[config.mk]
export PLATFORM = sky130hd
export DESIGN_NAME = kbd_scan_decoder
export DESIGN_NICKNAME = d
export VERILOG_FILES = /design/src/rtl/kbd_scan_decoder_pkg.sv /design/src/rtl/kbd_scan_decoder_ascii.sv /design/src/rtl/kbd_scan_decoder.sv
export SDC_FILE = /design/constraint.sdc
export NUM_CORES = 1
export LEC_CHECK = 0
export ABC_AREA = 1
export CAP_MARGIN = 15
export CORE_ASPECT_RATIO = 0.5
export CORE_MARGIN = 10
export CORE_UTILIZATION = 40
export CTS_CLUSTER_SIZE = 25
export DETAILED_ROUTE_END_ITERATION = 10
export GPL_TIMING_DRIVEN = 0
export HOLD_SLACK_MARGIN = 0.08
export PLACE_DENSITY = 0.7
export SLEW_MARGIN = 5
export SYNTH_ARGS = -nofsm -noshare
export SYNTH_HDL_FRONTEND = slang
export SYNTH_SLANG_ARGS = --single-unit
[constraint.sdc]
create_clock -name clk -period 1.89 [get_ports clk]
set_clock_uncertainty 0.05 [all_clocks]
set_input_delay 0.2835 -clock clk [delete_from_list [all_inputs] [get_ports clk]]
set_output_delay 0.2835 -clock clk [all_outputs]
set_load 0.02 [all_outputs]
[src/rtl/kbd_scan_decoder_pkg.sv]
// Shared constants and state encodings for the PS/2 scan-code decoder.
package kbd_scan_decoder_pkg;

   localparam logic [7:0] SC_EXT = 8'hE0;
   localparam logic [7:0] SC_BRK = 8'hF0;

   typedef enum logic [1:0] {
      FETCH,
      POP,
      GAP
   } hs_state_t;

   typedef enum logic [1:0] {
      P_IDLE,
      P_BRK,
      P_EXT,
      P_EXT_BRK
   } parse_state_t;

endpackage

[src/rtl/kbd_scan_decoder_ascii.sv]
// Scan-code set 2 to lowercase ASCII lookup; letters, digits and space only.
module scancode_to_ascii (
   input  logic [7:0] code,
   output logic [7:0] ascii
);

   always_comb begin
      // NOTE: default first so every path assigns ascii and no latch is inferred.
      ascii = 8'h00;
      case (code)
         8'h1C: ascii = "a";
         8'h32: ascii = "b";
         8'h21: ascii = "c";
         8'h23: ascii = "d";
         8'h24: ascii = "e";
         8'h2B: ascii = "f";
         8'h34: ascii = "g";
         8'h33: ascii = "h";
         8'h43: ascii = "i";
         8'h3B: ascii = "j";
         8'h42: ascii = "k";
         8'h4B: ascii = "l";
         8'h3A: ascii = "m";
         8'h31: ascii = "n";
         8'h44: ascii = "o";
         8'h4D: ascii = "p";
         8'h15: ascii = "q";
         8'h2D: ascii = "r";
         8'h1B: ascii = "s";
         8'h2C: ascii = "t";
         8'h3C: ascii = "u";
         8'h2A: ascii = "v";
         8'h1D: ascii = "w";
         8'h22: ascii = "x";
         8'h35: ascii = "y";
         8'h1A: ascii = "z";
         8'h45: ascii = "0";
         8'h16: ascii = "1";
         8'h1E: ascii = "2";
         8'h26: ascii = "3";
         8'h25: ascii = "4";
         8'h2E: ascii = "5";
         8'h36: ascii = "6";
         8'h3D: ascii = "7";
         8'h3E: ascii = "8";
         8'h46: ascii = "9";
         8'h29: ascii = " ";
         default: ascii = 8'h00;
      endcase
   end

endmodule

[src/rtl/kbd_scan_decoder.sv]
// PS/2 receiver FIFO drain plus set-2 make/break parser with held-key tracking.
module kbd_scan_decoder #(
   parameter int COUNT_W       = 8,
   parameter bit FILTER_REPEAT = 1'b1
) (
   input  logic               clk,
   input  logic               rst,
   input  logic               ready,
   input  logic [7:0]         data,
   input  logic               overflow,
   output logic               nextdata_n,
   output logic               evt_valid,
   output logic               evt_make,
   output logic [7:0]         key_code,
   output logic               key_ext,
   output logic [7:0]         key_ascii,
   output logic               key_down,
   output logic [COUNT_W-1:0] press_cnt,
   output logic               err_ovf
);

   import kbd_scan_decoder_pkg::*;

   hs_state_t    hs_state;
   parse_state_t parse_state;
   parse_state_t parse_next;
   logic         take;
   logic         is_make;
   logic         is_break;
   logic         code_ext;
   logic         held_match;
   logic [7:0]   ascii_lut;

   // The parser consumes data on exactly the edge that starts the pop strobe.
   assign take = (hs_state == FETCH) && ready;

   scancode_to_ascii u_ascii (
      .code  (data),
      .ascii (ascii_lut)
   );

   always_comb begin
      parse_next = P_IDLE;
      is_make    = 1'b0;
      is_break   = 1'b0;
      code_ext   = 1'b0;
      case (parse_state)
         P_IDLE: begin
            if (data == SC_EXT)      parse_next = P_EXT;
            else if (data == SC_BRK) parse_next = P_BRK;
            else                     is_make    = 1'b1;
         end
         P_EXT: begin
            code_ext = 1'b1;
            if (data == SC_EXT)      parse_next = P_EXT;
            else if (data == SC_BRK) parse_next = P_EXT_BRK;
            else                     is_make    = 1'b1;
         end
         P_BRK: begin
            if (data == SC_EXT) parse_next = P_EXT;
            else                is_break   = 1'b1;
         end
         P_EXT_BRK: begin
            code_ext = 1'b1;
            if (data == SC_EXT) parse_next = P_EXT;
            else                is_break   = 1'b1;
         end
         default: parse_next = P_IDLE;
      endcase
   end

   assign held_match = key_down && (key_code == data) && (key_ext == code_ext);

   // GAP gives the receiver a cycle to advance its read pointer before resampling.
   always_ff @(posedge clk) begin
      // NOTE: non-blocking assignments so every register updates from pre-edge values.
      if (rst) begin
         hs_state   <= FETCH;
         nextdata_n <= 1'b1;
      end else begin
         case (hs_state)
            FETCH: begin
               if (ready) begin
                  nextdata_n <= 1'b0;
                  hs_state   <= POP;
               end
            end
            POP: begin
               nextdata_n <= 1'b1;
               hs_state   <= GAP;
            end
            GAP:     hs_state <= FETCH;
            default: hs_state <= FETCH;
         endcase
      end
   end

   always_ff @(posedge clk) begin
      if (rst) begin
         parse_state <= P_IDLE;
         evt_valid   <= 1'b0;
         evt_make    <= 1'b0;
         key_code    <= 8'h00;
         key_ext     <= 1'b0;
         key_ascii   <= 8'h00;
         key_down    <= 1'b0;
         press_cnt   <= '0;
         err_ovf     <= 1'b0;
      end else begin
         evt_valid <= 1'b0;
         evt_make  <= 1'b0;
         if (overflow) err_ovf <= 1'b1;
         if (take) begin
            parse_state <= parse_next;
            if (is_make && !(FILTER_REPEAT && held_match)) begin
               key_code  <= data;
               key_ext   <= code_ext;
               key_ascii <= code_ext ? 8'h00 : ascii_lut;
               key_down  <= 1'b1;
               evt_valid <= 1'b1;
               evt_make  <= 1'b1;
               press_cnt <= press_cnt + COUNT_W'(1);
            end
            // A break for any key other than the held one is dropped silently.
            if (is_break && held_match) begin
               key_down  <= 1'b0;
               evt_valid <= 1'b1;
            end
         end
      end
   end

endmodule

Word level (Yosys, flattened, before mapping) --
Memory sizes are Yosys's and may differ from the RTL's. Cells that the tools add are included.
Operators by class: add/subtract/negate cells 1, equal/unequal tests 9, muxes and demuxes 22, bitwise gates (word level) 1, reduce and logical (&&, ||, !) cells 17
Operators with widths (number):
- 8-bit == test, second input constant | 2
- 8-bit 2-to-1 mux | 2
- 1-bit 2-to-1 mux | 12
- 2-bit 2-to-1 mux | 5
- 8-bit by 1-bit adder with 8-bit output, second input constant | 1
- 8-bit == test | 1
- 2-bit OR reduction | 4
- 2-bit one-hot mux with 3 select lines | 1
- 2-bit AND reduction | 3
- 1-bit logical AND | 5
- 2-bit by 1-bit == test with 1-bit output, second input constant | 2
- 2-bit == test, second input constant | 2
- 2-bit zero test | 2
- 2-bit one-hot mux with 2 select lines | 1
- 2-bit nonzero test | 2
- 2-bit != test, second input constant | 1
- 1-bit one-hot mux with 2 select lines | 1
- 1-bit == test | 1
- 1-bit zero test | 1
- 1-bit inverter | 1
Word-level totals: bits in registers 34, bits in read-only memories 896, input port bits 12, word-level logic and storage cells 62, memories 1
Memory list:
- (name not given) | depth 128, bits a word 7, read ports 1, clocked after Yosys merged registers in 0, write ports 0, line kbd_scan_decoder_ascii.sv:10 | case (code)

Depth between registers and ports, before layout --
Gate-level depths: netlist (run 1).
depth after elaboration 9, gate-level depth with buffers 14

Hierarchy --
From an unflattened synthesis (run 1), not the netlist that was laid out.
Second synthesis, totals: cell total of the unflattened synthesis 427, area total of the unflattened synthesis 2511.2 sq um
By module, submodules not included:
- kbd_scan_decoder | times used 1, cells an instance 270, area each 1729.2 sq um, sequential area each 680.7 sq um
- scancode_to_ascii | times used 1, cells an instance 157, area each 782.0 sq um, sequential area each 0.0 sq um

Least setup slack after synthesis (run 1) --
No wires, ideal clock.
kind reg-to-reg, start register key_code[0], end register key_down, arrival 1.393 ns, path slack 0.330 ns, stages on the path, launching flop included 10, cells stage by stage dfxtp_1 inv_1 nand2_1 nand2_1 nor2_1 nand2_1 o21bai_4 inv_2 buf_2 o211a_1
On the way: word-level cells in the longest chain between the ends 7, elaborated cells on any way between the ends 9
RTL lines:
- start, declared | line kbd_scan_decoder.sv:14 | output logic [7:0] key_code,
- start signal, assigned | line kbd_scan_decoder.sv:116 | key_code <= data;
- 8-bit == test (*) | line kbd_scan_decoder.sv:72 | assign held_match = key_down && (key_code == data) && (key_ext == code_ext);
- 1-bit logical AND (*) (2 in series) | line kbd_scan_decoder.sv:72
- 1-bit zero test | line kbd_scan_decoder.sv:115 | if (is_make && !(FILTER_REPEAT && held_match)) begin
- 1-bit logical AND | line kbd_scan_decoder.sv:115
- 2-bit nonzero test (no line)
- 2-bit AND reduction (no line)
- end signal, assigned | line kbd_scan_decoder.sv:106 | key_down <= 1'b0;
- end signal, assigned | line kbd_scan_decoder.sv:119 | key_down <= 1'b1;
- end signal, assigned | line kbd_scan_decoder.sv:126 | key_down <= 1'b0;
- end, declared | line kbd_scan_decoder.sv:17 | output logic key_down,
Mark *: on every way between the ends. The rest lies on a longest branch, timed or not. A chain may end at the register's enable or synchronous reset.

Worst setup path in the final report (run 1) --
start input port data[6], end register key_down
On the way: word-level cells in the longest chain between the ends 7, elaborated cells on any way between the ends 16
RTL lines:
- start, declared | line kbd_scan_decoder.sv:9 | input logic [7:0] data,
- 8-bit == test (on tied branches) | line kbd_scan_decoder.sv:50, kbd_scan_decoder.sv:56, kbd_scan_decoder.sv:72
- 1-bit 2-to-1 mux / 1-bit logical AND (equally long branches) | line kbd_scan_decoder.sv:50, kbd_scan_decoder.sv:56, kbd_scan_decoder.sv:72
- 1-bit 2-to-1 mux / 1-bit logical AND (equally long branches) | line kbd_scan_decoder.sv:49, kbd_scan_decoder.sv:72
- 1-bit 2-to-1 mux / 1-bit zero test (equally long branches)
- 1-bit logical AND | line kbd_scan_decoder.sv:115
- 2-bit nonzero test (no line)
- 2-bit AND reduction (no line)
Parallel ways exist; a longest one is shown, timed or not.

==> run summary, run 1 <==
Outcome - finished clean
Starting DRC count in detailed routing - 227
Number of cell rows - 18
# setup viols final - 0
Via count of the routed design - 2335
Post-route antenna net violation count - 0
Number of DRC violations after detailed routing - 0
Number of max-slew violations in the final report - 0
Number of iterations in the first detailed-routing pass - 4
TritonCTS clock tree - done
Final-layout fill cell count - 519
Number of antenna violations at the first check in global routing - 0
Data arrival, critical path - 1910 ps
Setup TNS after final layout - 0 ps
Per-cell via count in the routed design - 5.043
CTS H-Tree Depth - 2
Clock-pin slew on the worst setup and hold paths - 70 ps
Die Height - 72.14 um
WS Path Type - in -> reg
Largest net degree at the start of global routing - 11
Syn Nets - 367
Seq/Total Area, Yosys - 30.38%
Placer's final routability congestion estimate - 0.9246
Worst max-slew margin expressed relative to the limit - 60.19%
Peak Freq - 561.8 MHz
Max rail drop VDD - 0.2874 mV
DP Worst Slack - -717.9 ps
Transition time of the tightest slew-check pin - 597.1 ps
Count of maximum capacitance violations - 0
Layout Nets - 412
Required time at the endpoint of the critical path - 2020 ps
Die Outline Area - 8965 um^2
Top library cells by usage in the layout, fill and taps aside - nand2_1, o21ai_0, inv_1
Worst path max stage delay - 490 ps
Inserted Clock Buffers - 5
DRT Wirelength - 6336 um
First-pass GRT wire length - 10490 um
Final count of hold timing violations - 0
Startpoint type of the worst setup path - primary input
Ratio of cells with drive above 1 in the final layout - 11.20%
P&R area growth vs syn - 27.39%
Post-synthesis instance area - 2175 um^2
Yosys cell types - 31
Antenna diodes - 0
Post-DP HPWL - 4921 um
Final worst setup slack - 110.0 ps
GRT Util Overall - 13.82%
Chip width - 124.3 um
Power density relative to cell area - 711.6 nW/um^2
Post-CTS setup buffer count - 0
Mapped Avg Cell Area - 6.267 um^2
Number of port buffers - 38
CTS Root Cell - clkbuf_8
Count of mapped cells out of synthesis - 347
Leakage power total - 0.001260 uW
Final worst-path cycle share - 94.18%
Initial Utilization - 42.72%
List of cells traversed by the critical path - clkdlybuf4s50_1 -> clkbuf_4 -> nand2_1 -> inv_1 -> nand4_1 -> nand2_1 -> o21bai_4 -> inv_2 -> clkbuf_4 -> o211a_1
FF-to-FF path depth - 9
Most common cell after layout, fill and taps aside - nand2_1
Synth Register Bits - 33
Global route overflow - 0
Number of hold-repair buffers added at the cts stage - 0
RSZ-0062 raised after global routing - false
Count of boundary I/O pins - 42
Sort of element at the end of the critical path - register
Max Buffers Root-to-Sink - 2
Core region area - 5090 um^2
Class of the tightest hold or removal check - in -> reg
# clock sinks - 33
Yosys synthesis warning count - 0
Minimum period implied by the final worst setup slack - 1780 ps
Post-detailed-route wirelength per cell - 13.68 um
Maximum net fanout on the critical path - 10
Clk Latency, worst-skew pair - 280 ps
Number of stages on the worst hold path - 3
Via count of the first global-routing pass - 2117
Cell with the biggest individual delay on the critical path - clkdlybuf4s50_1
[repair_timing]
action                     CTS  global route
gates resized for setup      9            15
hold endpoints to repair     0             0
setup endpoints to repair   26            26
[metal layers]
layer | global-route usage, % | share of wire, % | up-vias
met5 | 0 | 0 | -
met4 | 3.851 | 0.69 | 0
met3 | 3.916 | 7.5 | 4
met2 | 21.34 | 42 | 66
met1 | 18.42 | 50 | 1059
li1 | - | - | 1206
[metrics by stage]
step / instances / hold WS [ps] / cell area, um^2 / util [%] / total power [uW]
6_report: 463 / 340.1 / 2770 / 54.42 / 1971
2_1_floorplan: 347 / 348.2 / 2175 / - / 1102
4_1_cts: 463 / 379.4 / 2760 / 54.23 / 1975
3_5_place_dp: 455 / 362.4 / 2643 / 51.92 / 1293
5_1_grt: 463 / 365.5 / 2770 / 54.42 / 2076
3_3_place_gp: 455 / 358.2 / 2643 / 51.92 / 1292
[logic make-up after synthesis]
kind of cell | Yosys count | synth area share [%]
other cells | 1 | 0.1724
buf+inv | 54 | 11.05
compound gates | 73 | 19.56
fa+ha+maj | 8 | 4.603
flops | 33 | 30.38
xor+xnor | 2 | 0.8057
simple gates | 176 | 33.43
[cells in the mapped netlist, drive strengths merged]
cell type	n	area share, %
a21oi	26	7.2
a31oi	1	0.29
a32o	1	0.46
and2	1	0.29
buf	11	3.6
clkbuf	2	0.35
conb	1	0.17
dfxtp	33	30
ha	8	4.6
inv	41	7.1
nand2	108	19
nand3	27	6.4
nand4	3	0.86
nor2	34	5.9
nor3	2	0.46
o211a	1	0.46
o211ai	2	0.69
o21ai	41	9.6
o21bai	1	0.86
or2	1	0.29
xnor2	2	0.81
[worst paths after layout]
kind                from           to  slack, ps
max              data[6]     key_down        110
max reg2reg  key_code[0]     key_down        260
min              data[0]  key_code[0]        340
min reg2reg  hs_state[1]  hs_state[1]        380
[state kept, by name (all words and copies together) (netlist names), 2 cells and up]
register / count
key_code: 8
hs_state: 2
key_ascii: 7
parse_state: 2
press_cnt: 8
[cell type report]
class / instances / area, um^2 / share of cell area, %
buffer: 13 / 97.59 / 3.523
tap: 70 / 87.58 / 3.162
inverter: 41 / 156.4 / 5.646
sequential: 33 / 660.6 / 23.85
timing repair buffer: 38 / 372.9 / 13.46
clock buffer: 7 / 86.33 / 3.117
clock inverter: 1 / 30.03 / 1.084
multi-input combinational: 260 / 1279 / 46.16
[where the power goes]
group | total [uW] | internal [uW] | switching, uW
Combinational | 510 | 199 | 311
Sequential | 773 | 741 | 32.0
Clock | 688 | 430 | 258
[worst max-delay path, delay by kind of cell]
kind | cells | cell delay [ps]
buf+inv | 5 | 1050
compound gates | 2 | 330
simple gates | 3 | 260
Power figures use the tool's default switching activity.
==> inputs of run 2 (changes only) <==
--- a/config.mk
+++ b/config.mk
@@ -5,7 +5,6 @@
 export SDC_FILE = /design/constraint.sdc
 export NUM_CORES = 1
 export LEC_CHECK = 0
-export ABC_AREA = 1
 export CAP_MARGIN = 15
 export CORE_ASPECT_RATIO = 0.5
 export CORE_MARGIN = 10
==> run summary, run 2 <==
Leakage power total - 0.001240 uW (was 0.001260 uW)
Count of mapped cells out of synthesis - 281 (was 347)
Number of iterations in the first detailed-routing pass - 7 (was 4)
Post-route antenna net violation count - 0 (unchanged)
Class of the tightest hold or removal check - in -> reg (unchanged)
Via count of the first global-routing pass - 2386 (was 2117)
FF-to-FF path depth - 6 (was 9)
Adder-cell area share of the yosys netlist - 4.331% (was 4.603%)
TritonCTS clock tree - done (unchanged)
Ratio of cells with drive above 1 in the final layout - 28.95% (was 11.20%)
CP endpoint - key_ascii[5] (was key_down)
DRT Wirelength - 8379 um (was 6336 um)
Per-cell via count in the routed design - 6.082 (was 5.043)
Count of maximum capacitance violations - 0 (unchanged)
Final cell area excluding filler cells - 3373 um^2 (was 2770 um^2)
Post-synthesis instance area - 2311 um^2 (was 2175 um^2)
Die Height - 73.75 um (was 72.14 um)
Top library cells by usage in the layout, fill and taps aside - clkdlybuf4s50_1, dfxtp_1, buf_4 (was nand2_1, o21ai_0, inv_1)
Simple-gate area share of the yosys netlist - 21.55% (was 33.43%)
Transition time of the tightest slew-check pin - 669.4 ps (was 597.1 ps)
Number of enable flip-flop cells after synthesis - 0 (unchanged)
Core region area - 5539 um^2 (was 5090 um^2)
Seq/Total Area, Yosys - 28.59% (was 30.38%)
Crit Reg-Reg Startpoint - hs_state[0] (was key_code[0])
Die Outline Area - 9402 um^2 (was 8965 um^2)
First-pass GRT wire length - 13140 um (was 10490 um)
Data arrival, critical path - 2020 ps (was 1910 ps)
Initial Utilization - 41.72% (was 42.72%)
Number of antenna violations at the first check in global routing - 0 (unchanged)
Power density relative to cell area - 625.0 nW/um^2 (was 711.6 nW/um^2)
Setup slack of the worst register-to-register path - 30 ps (was 260 ps)
Outcome - finished clean (unchanged)
Peak Freq - 536.7 MHz (was 561.8 MHz)
Final count of hold timing violations - 0 (unchanged)
Layout Nets - 361 (was 412)
Sort of element at the end of the critical path - register (unchanged)
Starting DRC count in detailed routing - 290 (was 227)
Post-DP HPWL - 5921 um (was 4921 um)
Clock-pin slew on the worst setup and hold paths - 60 ps (was 70 ps)
Number of port buffers - 40 (was 38)
Number of DRC violations after detailed routing - 0 (unchanged)
Max rail drop VDD - 0.4938 mV (was 0.2874 mV)
Proportion of register bits with asynchronous set or reset after synthesis - 0% (unchanged)
Synth Area in XOR/XNOR - 3.411% (was 0.8055%)
# clock sinks - 33 (unchanged)
Share of cell area taken by muxes after synthesis - 3.736% (was 0%)
Yosys top cell area share - 28.59% (was 30.38%)
Global route overflow - 0 (unchanged)
Total cell area at the placement stage - 2816 um^2 (was 2643 um^2)
Required time at the endpoint of the critical path - 2050 ps (was 2020 ps)
Syn Nets - 301 (was 367)
Area fraction in compound gates after synthesis - 31.19% (was 19.56%)
Maximum net fanout on the critical path - 8 (was 10)
CTS H-Tree Depth - 2 (unchanged)
Leading registers by flop count - key_code: 8 flops, press_cnt: 8 flops, key_ascii: 7 flops (unchanged)
Startpoint type of the worst setup path - register (was primary input)
Ranking of synthesized cells by instance count - dfxtp_1, a21oi_1, clkbuf_1, nand2_1, nor2_1 (was nand2_1, o21ai_0, inv_1)
Dominant cells by area after synthesis - dfxtp_1, o211ai_1, ha_1 (was dfxtp_1, nand2_1, o21ai_0)
Max Buffers Root-to-Sink - 2 (unchanged)
Largest net degree at the start of global routing - 12 (was 11)
Antenna diodes - 0 (unchanged)
Yosys cell types - 58 (was 31)
Worst max-slew margin expressed relative to the limit - 55.38% (was 60.19%)
Number of max-slew violations in the final report - 0 (unchanged)
Final worst-path cycle share - 98.58% (was 94.18%)
Via count of the routed design - 2524 (was 2335)
RSZ-0062 raised after global routing - true (was false)
DP Worst Slack - -1127 ps (was -717.9 ps)
Inserted Clock Buffers - 5 (unchanged)
# setup viols final - 0 (unchanged)
Chip width - 127.5 um (was 124.3 um)
Finished Core Util - 60.90% (was 54.42%)
Worst Hold Slack - 412.9 ps (was 340.1 ps)
P&R area growth vs syn - 45.97% (was 27.39%)
Post-detailed-route wirelength per cell - 20.19 um (was 13.68 um)
Yosys synthesis warning count - 0 (unchanged)
CTS Root Cell - clkbuf_16 (was clkbuf_8)
Main combinational cell family by area after synthesis - compound AO/OA/AOI/OAI gates (was simple AND/OR/NAND/NOR gates)
Minimum period implied by the final worst setup slack - 1863 ps (was 1780 ps)
Mapped Avg Cell Area - 8.224 um^2 (was 6.267 um^2)
Endpoint of the lowest-slack register-to-register path - key_ascii[5] (was key_down)
Cell type with the largest total area after synthesis - dfxtp_1 (unchanged)
Clk Latency, worst-skew pair - 280 ps (about the same)
Final worst setup slack - 26.86 ps (was 110.0 ps)
GRT Util Overall - 17.41% (was 13.82%)
Synth Register Bits - 33 (unchanged)
Most used flip-flop cell after synthesis - dfxtp_1 (unchanged)
WS Path Type - reg -> reg (was in -> reg)
Count of boundary I/O pins - 42 (unchanged)
Most common cell after layout, fill and taps aside - clkdlybuf4s50_1 (was nand2_1)
Startpoint of the most critical setup path - hs_state[0] (was data[6])
Number of cell rows - 19 (was 18)
Placer's final routability congestion estimate - 0.9634 (was 0.9246)
Top-count cell post-synth - dfxtp_1 (was nand2_1)
==> run 2: power by group <==
group          switching [uW]  internal [uW]  total, uW  leakage (uW)
sequential               27.9            727        755      0.000271
clock                     306            482        789     0.0000696
combinational             309            255        564      0.000899
total                     644           1460       2110       0.00124
==> run 2: kinds of logic (layout without fill, tap and decap cells) <==
kind of cell,after synthesis,count (layout)
XOR/XNOR,9,9
multiplexers,7,7
AO/OA/AOI/OAI,98,98
adder cells (fa/ha/maj),8,8
buffers and inverters,36,97
other,1,1
flip-flops,33,33
AND/OR/NAND/NOR,89,89
==> run 2: worst min path at each step <==
| stage | start | to | slack (ps) | depth (start not counted) |
|---|---|---|---|---|
| after floorplan | overflow | err_ovf | 350 | 2 |
| after global placement | err_ovf | err_ovf | 400 | 2 |
| after detailed placement | err_ovf | err_ovf | 410 | 2 |
| after CTS | ready | nextdata_n | 410 | 3 |
| after global routing | data[0] | key_code[0] | 440 | 3 |
| final | ready | nextdata_n | 410 | 3 |
==> run 2: through the flow <==
step / cells / setup TNS (ps) / power, uW
floorplan: 281 / 0 / 1054
global placement: 394 / -26350 / 1233
detailed placement: 394 / -27050 / 1234
CTS: 412 / 0 / 2078
global route: 415 / -96.08 / 2191
finish: 415 / 0 / 2108
==> run 2: what timing repair did <==
item	4_1_cts	5_1_grt
cloned	1	0
endpoints found under the setup margin	29	27
pin swaps	9	7
setup buffers	10	4
hold buffers	0	0
resized for setup	75	35
==> run 2: worst max-delay path: stages, from the launching register on <==
cell,delay [ps]
dfxtp_2,320
or3b_4,450
a311oi_4,280
buf_4,190
nand2b_4,100
bufbuf_16,290
o21ai_2,120
==> run 2: final cells by class <==
cell class,count,area [um^2]
fillers,494,2166
flip-flops and latches,33,666.9
well taps,73,91.34
repair buffers,55,531.8
clock buffers,5,125.1
clock inverters,3,17.52
inverters,8,38.79
plain buffers,26,212.7
multi-input cells,212,1689
==> run 2: metal layers <==
| metal | global-route usage [%] | routed length (um) | vias up |
|---|---|---|---|
| li1 | - | - | 1189 |
| met1 | 22.69 | 3905 | 1242 |
| met2 | 28.16 | 3935 | 87 |
| met3 | 3.589 | 478 | 6 |
| met4 | 5.772 | 59 | 0 |
| met5 | 0 | 0 | - |
